### src/rtl/pc_gen.sv
// Program-counter generator: BOOT/RUN/HALT sequencing, trap/jump redirects,
// sequential stepping (2 or 4 bytes) and a count of PCs accepted by fetch.
module pc_gen #(
    parameter int              XLEN      = 64,
    parameter logic [XLEN-1:0] RESET_VEC = XLEN'(64'h8000_0000),
    parameter bit              C_EXT     = 1'b0
) (
    input  logic            clk,
    input  logic            rst,
    input  logic            jump_en_i,
    input  logic [XLEN-1:0] jump_addr_i,
    input  logic            trap_en_i,
    input  logic [XLEN-1:0] trap_addr_i,
    input  logic            stall_i,
    input  logic            halt_i,
    input  logic            len16_i,
    input  logic            pc_ready_i,
    output logic [XLEN-1:0] pc_o,
    output logic            pc_valid_o,
    output logic            halted_o,
    output logic [XLEN-1:0] fetch_cnt_o
);

    typedef enum logic [1:0] {
        BOOT = 2'd0,
        RUN  = 2'd1,
        HALT = 2'd2
    } state_t;

    state_t          state, state_nxt;
    logic [XLEN-1:0] pc_q, pc_nxt;
    logic [XLEN-1:0] cnt_q, cnt_nxt;
    logic            halted_q;
    logic            fire;

    // Redirect targets are forced onto an instruction boundary.
    function automatic logic [XLEN-1:0] align_target(input logic [XLEN-1:0] addr);
        logic [XLEN-1:0] mask;
        mask = C_EXT ? ~XLEN'(1) : ~XLEN'(3);
        return addr & mask;
    endfunction

    function automatic logic [XLEN-1:0] seq_next(input logic [XLEN-1:0] pc,
                                                 input logic            is16);
        return pc + ((C_EXT && is16) ? XLEN'(2) : XLEN'(4));
    endfunction

    assign pc_valid_o = (state == RUN) && !stall_i;
    assign fire       = pc_valid_o && pc_ready_i;

    always_comb begin
        state_nxt = state;
        pc_nxt    = pc_q;
        // An accepted offer is always counted, even when a redirect wins the PC.
        cnt_nxt   = fire ? cnt_q + XLEN'(1) : cnt_q;
        if (trap_en_i) begin
            pc_nxt    = align_target(trap_addr_i);
            state_nxt = RUN;
        end else begin
            case (state)
                BOOT: state_nxt = RUN;
                RUN: begin
                    if (jump_en_i) begin
                        pc_nxt = align_target(jump_addr_i);
                    end else begin
                        if (fire)   pc_nxt    = seq_next(pc_q, len16_i);
                        if (halt_i) state_nxt = HALT;
                    end
                end
                HALT: state_nxt = HALT;
                default: state_nxt = BOOT;
            endcase
        end
    end

    always_ff @(posedge clk) begin
        if (rst) begin
            state    <= BOOT;
            pc_q     <= RESET_VEC;
            cnt_q    <= '0;
            halted_q <= 1'b0;
        end else begin
            state    <= state_nxt;
            pc_q     <= pc_nxt;
            cnt_q    <= cnt_nxt;
            halted_q <= (state_nxt == HALT);
        end
    end

    assign pc_o        = pc_q;
    assign fetch_cnt_o = cnt_q;
    assign halted_o    = halted_q;

endmodule

### config.mk
export PLATFORM = sky130hd
export DESIGN_NAME = pc_gen
export DESIGN_NICKNAME = d
export VERILOG_FILES = /design/src/rtl/pc_gen.sv
export SDC_FILE = /design/constraint.sdc
export NUM_CORES = 1
export LEC_CHECK = 0
export CORE_ASPECT_RATIO = 1.75
export CORE_MARGIN = 4
export CORE_UTILIZATION = 50
export DETAILED_ROUTE_END_ITERATION = 8
export PLACE_DENSITY = 0.92
export SETUP_SLACK_MARGIN = 0.1
export SYNTH_ARGS = -nofsm -noshare
export SYNTH_HDL_FRONTEND = slang
export SYNTH_SLANG_ARGS = --single-unit
### constraint.sdc
create_clock -name clk -period 6.2 [get_ports clk]
set_input_delay 0.93 -clock clk [delete_from_list [all_inputs] [get_ports clk]]
set_output_delay 0.93 -clock clk [all_outputs]
set_load 0.01 [all_outputs]
==> results of run 1 <==
==> kinds of logic after synthesis <==
group                      Yosys count  share of synthesized area, %
AOI/OAI and AO/OA                  245                          20.3
buffers and inverters               78                          3.83
DFF                                131                          33.4
xor gates and xnor gates            62                          6.93
adders and majority gates            2                         0.319
muxes                               10                          1.29
and+or+nand+nor                    500                          33.9
==> worst min path at each step <==
| stage | start | to | slack [ns] | cells after the start |
|---|---|---|---|---|
| floorplan | fetch_cnt_o[63]$_SDFFE_PP0P_ | fetch_cnt_o[63]$_SDFFE_PP0P_ | 0.50 | 2 |
| global placement | fetch_cnt_o[63]$_SDFFE_PP0P_ | fetch_cnt_o[63]$_SDFFE_PP0P_ | 0.47 | 2 |
| detailed placement | fetch_cnt_o[63]$_SDFFE_PP0P_ | fetch_cnt_o[63]$_SDFFE_PP0P_ | 0.48 | 2 |
| CTS | fetch_cnt_o[63]$_SDFFE_PP0P_ | fetch_cnt_o[63]$_SDFFE_PP0P_ | 0.49 | 2 |
| global route | pc_o[0]$_SDFFE_PP0P_ | pc_o[0]$_SDFFE_PP0P_ | 0.50 | 1 |
| finish | fetch_cnt_o[63]$_SDFFE_PP0P_ | fetch_cnt_o[63]$_SDFFE_PP0P_ | 0.48 | 2 |
==> critical path: stages <==
cell	delay (ns)
buf_2	0.08
buf_4	0.53
o21ai_0	0.30
nand2_1	0.58
buf_4	0.48
nand3_1	0.28
a211oi_1	0.25
a2bb2oi_1	0.16
==> sequential cells by signal, indices dropped and copies added, names as in the netlist <==
name	cells
fetch_cnt_o	64
pc_o	64
state	2
halted_o	1
==> synth_stat cells (4+ instances only) <==
library cell  count  area share (%)
a211o_1           7            0.78
a211oi_1         12             1.1
a21o_1            4            0.38
a21oi_1          66             4.2
a221oi_1         18             2.0
a222oi_1          6            0.77
a22oi_1           7            0.67
a311oi_1          4            0.45
a31oi_1          20             1.6
and2_1            8            0.64
and3_1           32             2.6
and4_1           18             2.0
buf_1             6            0.29
buf_2             5            0.32
clkbuf_1         53             2.5
dfxtp_1         131              33
inv_1            11            0.53
mux2i_1           9             1.1
nand2_1          92             4.4
nand2b_1          6            0.48
nand3_1          75             4.8
nand4_1          43             3.4
nor2_1          108             5.2
nor2b_1           4            0.32
nor3_1           46             2.9
nor4_1           18             1.4
o211ai_1          4            0.38
o21a_1            4            0.38
o21ai_0          63             4.0
o221ai_1          4            0.45
or3_1            19             1.5
or4_1             9            0.86
xnor2_1          15             1.7
xor2_1           47             5.2
==> cell type report <==
type / instances / area share, %
Clock buffer: 18 / 3.95
Sequential cell: 131 / 23.6
Multi-Input combinational cell: 819 / 44.3
Inverter: 13 / 0.439
Clock inverter: 14 / 1.37
Timing Repair Buffer: 274 / 24.2
Tap cell: 186 / 2.09
==> report_power, final <==
part	total, mW	switching, mW	internal [mW]
combinational	0.369	0.176	0.194
clock	1.01	0.407	0.607
sequential	0.930	0.0561	0.874
==> routing by layer <==
layer / up-vias / part of all wire [%]
met5: - / 0
met4: 0 / 6.8
met3: 145 / 8.1
met2: 564 / 50
met1: 4392 / 35
li1: 4310 / -
==> out/metrics.csv, run 1 <==
metric,value,unit
placed insts,1423,
total wire length,29.8,mm
IO Port Bufs,260,
via count,9411,
Longest Clk Path Bufs,2,
unrepaired setup endpoints after global routing,no,
Die X,103,um
ant diodes,0,
Hold WS,0.485,ns
Tot GR Track Use,32.4,%
setup TNS,0,ns
GR met1 Demand/Resource,34.6,%
VDD IR max,0.000196,V
Clock Latency Late Sink,0.42,ns
Setup CP Type,primary input to flip-flop,
vias in the first global route,8934,
"Remaining Overflow, GRT",0,
"antenna viol nets, final",0,
Final Hold Viols,0,
slew at the pin closest to its max-slew limit,1.16,ns
Pwr Density,208,nW/um2
Final Util,72.3,%
met3 Resource Use GR,6.60,%
Placement Cell Area,10500,um2
Crit Path Max Fanout,61,
cts hold-fix bufs,0,
Main synth FF type,dfxtp_1,
setup ws final,2.93,ns
Final Setup Violations,0,
Yosys cell types,67,
"Seq/Total Area, Yosys",33.4,%
register area,2620,um2
WL/cell,20.5,um
CTS Buf Count,17,
Clock Skew,0.0127,ns
design area,11100,um2
CP Launch Type,primary input,
Worst Setup EP,pc_o[58]$_SDFFE_PP0P_,
num ports,266,
Ys Warns,0,
Synth Net Count,1166,
Crit. End Element,flip-flop,
post-CTS sizing,0,
DRC,0,
R2R Setup Slk,3.04,ns
Syn-to-layout area delta,41.8,%
clk slew on worst S/H paths,0.06,ns
fraction of layout cells with a size suffix above 1,5.67,%
drt first pass iters,8,
DP HPWL,21.3,mm
Final Slew Violations,0,
Post-synth EDFFs,0,
Die H,174,um
Max Cap Viol,0,
"most common cell after layout, fill and taps aside",clkdlybuf4s50_1,
Post-Syn Area,7840,um2
initial antenna violation count,0,
Clk Tree Root Cell,clkbuf_16,
Synth Instances,1028,
filler instances,1223,
Starting Density,51.0,%
fin crit period,3.27,ns
worst r2r path cells,6,
Pwr Total,2.31,mW
WP data arrival,3.61,ns
Min-Delay Path Class,flip-flop to flip-flop,
global-route wire length before repair,45.9,mm
Reg-to-Reg Start,pc_o[7]$_SDFFE_PP0P_,
Vias/cell,6.47,
pre-CTS setup slack,2.57,ns
data required time of the worst path,6.54,ns
area of the multi-input gates,4930,um2
busiest grt layer,met2,
average cell area after synthesis,7.63,um2
CTS tree,yes,
die area,17800,um2
Crit. Startpoint,jump_en_i,
Post-CTS Setup Inserts,0,
Core Region,15400,um2
largest net degree at the start of global routing,90,
H-tree depth,4,
final std cells w/o fill,1455,
most frequent cells in the layout,"clkdlybuf4s50_1, dfxtp_1, nor2_1, nand2_1, nand3_1",
register bit total from synthesis,131,
met2 Track Usage GR,56.4,%
GP Congestion,0.986,
fmax,0.306,GHz
relative slew slack,21.7,%
ys async rst share,0,%
LEAKAGE,3.82,nW
status,"complete, no violations",
RR Endpoint,pc_o[47]$_SDFFE_PP0P_,
row cnt,60,
Initial DRC Count,923,
clock sink count,131,
Tcrit/Tclk final,52.8,%
nets,1394,
No activity file was read; power rests on OpenSTA's default activity.
==> run 2, diff against run 1 <==
CORE_UTILIZATION = 42   (was 50)
PLACE_DENSITY = 0.83   (was 0.92)
clock period = 2.9 ns   (was 6.2 ns; I/O delays follow)
==> out/metrics.csv, run 2 (synthesized netlist as in run 1, its figures left out) <==
metric,value,unit
status,"complete, but fails checks",
failing checks,design-rule violations,
placed insts,1515,
fin crit period,2.64,ns
CTS tree,yes,
drt first pass iters,9,
hold path startpoint,trap_en_i,
CTS Buf Count,17,
DRC,1,
Hold Crit Depth,2,
initial antenna violation count,0,
"critical path, cell by cell",nand4_4 -> or4_1 -> nor3_4 -> and3_1 -> mux2i_1 -> a2111oi_1,
"Remaining Overflow, GRT",0,
vias in the first global route,9044,
Starting Density,43.0,%
relative slew slack,44.4,%
Crit Path Max Fanout,9,
Max Cap Viol,0,
Die H,189,um
Final Hold Viols,0,
fraction of layout cells with a size suffix above 1,8.77,%
slew at the pin closest to its max-slew limit,0.831,ns
hold endpoint,state[1]$_SDFF_PP0_,
unrepaired setup endpoints after global routing,no,
Clock Skew,0.0122,ns
largest net degree at the start of global routing,72,
row cnt,65,
WL/cell,20.3,um
RR Endpoint,pc_o[47]$_SDFFE_PP0P_,
Final Setup Violations,0,
Clock Latency Late Sink,0.41,ns
Vias/cell,6.09,
R2R Setup Slk,0.26,ns
worst r2r path cells,6,
IO Port Bufs,260,
setup ws final,0.255,ns
slowest library cell on the worst path,or4_1,
max incr delay on CP,0.71,ns
data required time of the worst path,3.19,ns
total wire length,31.4,mm
Core Region,18200,um2
Die X,111,um
CP Launch Type,flip-flop,
VDD IR max,0.000316,V
Initial DRC Count,1008,
Tcrit/Tclk final,91.2,%
Placement Cell Area,10900,um2
Longest Clk Path Bufs,2,
pre-CTS setup slack,-0.000600,ns
clk slew on worst S/H paths,0.06,ns
fmax,0.378,GHz
Setup CP Type,flip-flop to flip-flop,
Pwr Density,434,nW/um2
Pwr Total,5.01,mW
num ports,266,
Syn-to-layout area delta,47.1,%
clock sink count,131,
"antenna viol nets, final",0,
ant diodes,0,
nets,1438,
Reg-to-Reg Start,pc_o[13]$_SDFFE_PP0P_,
WP data arrival,2.93,ns
setup TNS,0,ns
GP Congestion,0.973,
via count,9408,
Min-Delay Path Class,primary input to flip-flop,
Tot GR Track Use,28.8,%
H-tree depth,4,
"most common cell after layout, fill and taps aside",clkdlybuf4s50_1,
Clk Tree Root Cell,clkbuf_16,
design area,11500,um2
global-route wire length before repair,48.8,mm
Hold WS,0.311,ns
final std cells w/o fill,1546,
Final Slew Violations,0,
LEAKAGE,4.07,nW
Final Util,63.3,%
Crit. End Element,flip-flop,
DP HPWL,23.5,mm
die area,21000,um2
most frequent cells in the layout,"clkdlybuf4s50_1, dfxtp_1, nor2_1, nand2_1, nand3_1",
run 2: cell count changes in the layout (fill, tap and decap cells not counted):
cell        change
clkbuf_8        +1
buf_4          +42
clkinv_4        -1
clkinv_2        +2
nor3_4          +1
clkinvlp_4      -2
inv_6           -1
buf_12          +2
nor3_2          -1
run 2: where the power goes:
| part | switching, mW | internal [mW] | total, mW |
|---|---|---|---|
| logic | 0.404 | 0.444 | 0.848 |
| clock network | 0.876 | 1.31 | 2.19 |
| registers | 0.104 | 1.87 | 1.97 |
run 2: worst max-delay path, delay by kind of cell, from the launching register on:
kind | cells | cell delay (ns)
AO/OA/AOI/OAI | 1 | 0.39
flip-flops | 1 | 0.46
multiplexers | 1 | 0.10
AND/OR/NAND/NOR | 4 | 1.56
run 2: worst max path at each step:
stage                          startpoint                            to  slack, ns  depth (start not counted)
floorplan            pc_o[2]$_SDFFE_PP0P_         pc_o[18]$_SDFFE_PP0P_       0.53                          7
global placement                  stall_i  fetch_cnt_o[56]$_SDFFE_PP0P_       0.05                         10
detailed placement                stall_i  fetch_cnt_o[58]$_SDFFE_PP0P_    -0.0006                          9
global route        pc_o[13]$_SDFFE_PP0P_         pc_o[47]$_SDFFE_PP0P_       0.14                          6
CTS                 pc_o[13]$_SDFFE_PP0P_         pc_o[47]$_SDFFE_PP0P_       0.20                          6
finish              pc_o[13]$_SDFFE_PP0P_         pc_o[47]$_SDFFE_PP0P_       0.26                          6
run 2: cell type report:
cell class,instances,area [um2]
fillers,1571,6690
flip-flops and latches,131,2620
repair buffers,318,3050
well taps,234,293
inverters,13,48.8
multi-input cells,819,4930
clock inverters,12,130
clock buffers,19,453
run 2: what timing repair did:
action,4_1_cts,5_1_grt
gates resized for setup,0,1
setup endpoints to repair,0,1
buffers inserted,0,0
hold buffers,0,0
run 2: metal layers:
metal,wire length (um),up-vias,global-route usage (%)
met2,16300,480,52.7
met1,11100,4409,30.5
li1,-,4412,-
met3,2190,107,5.37
met4,1820,0,16.4
met5,0,-,0
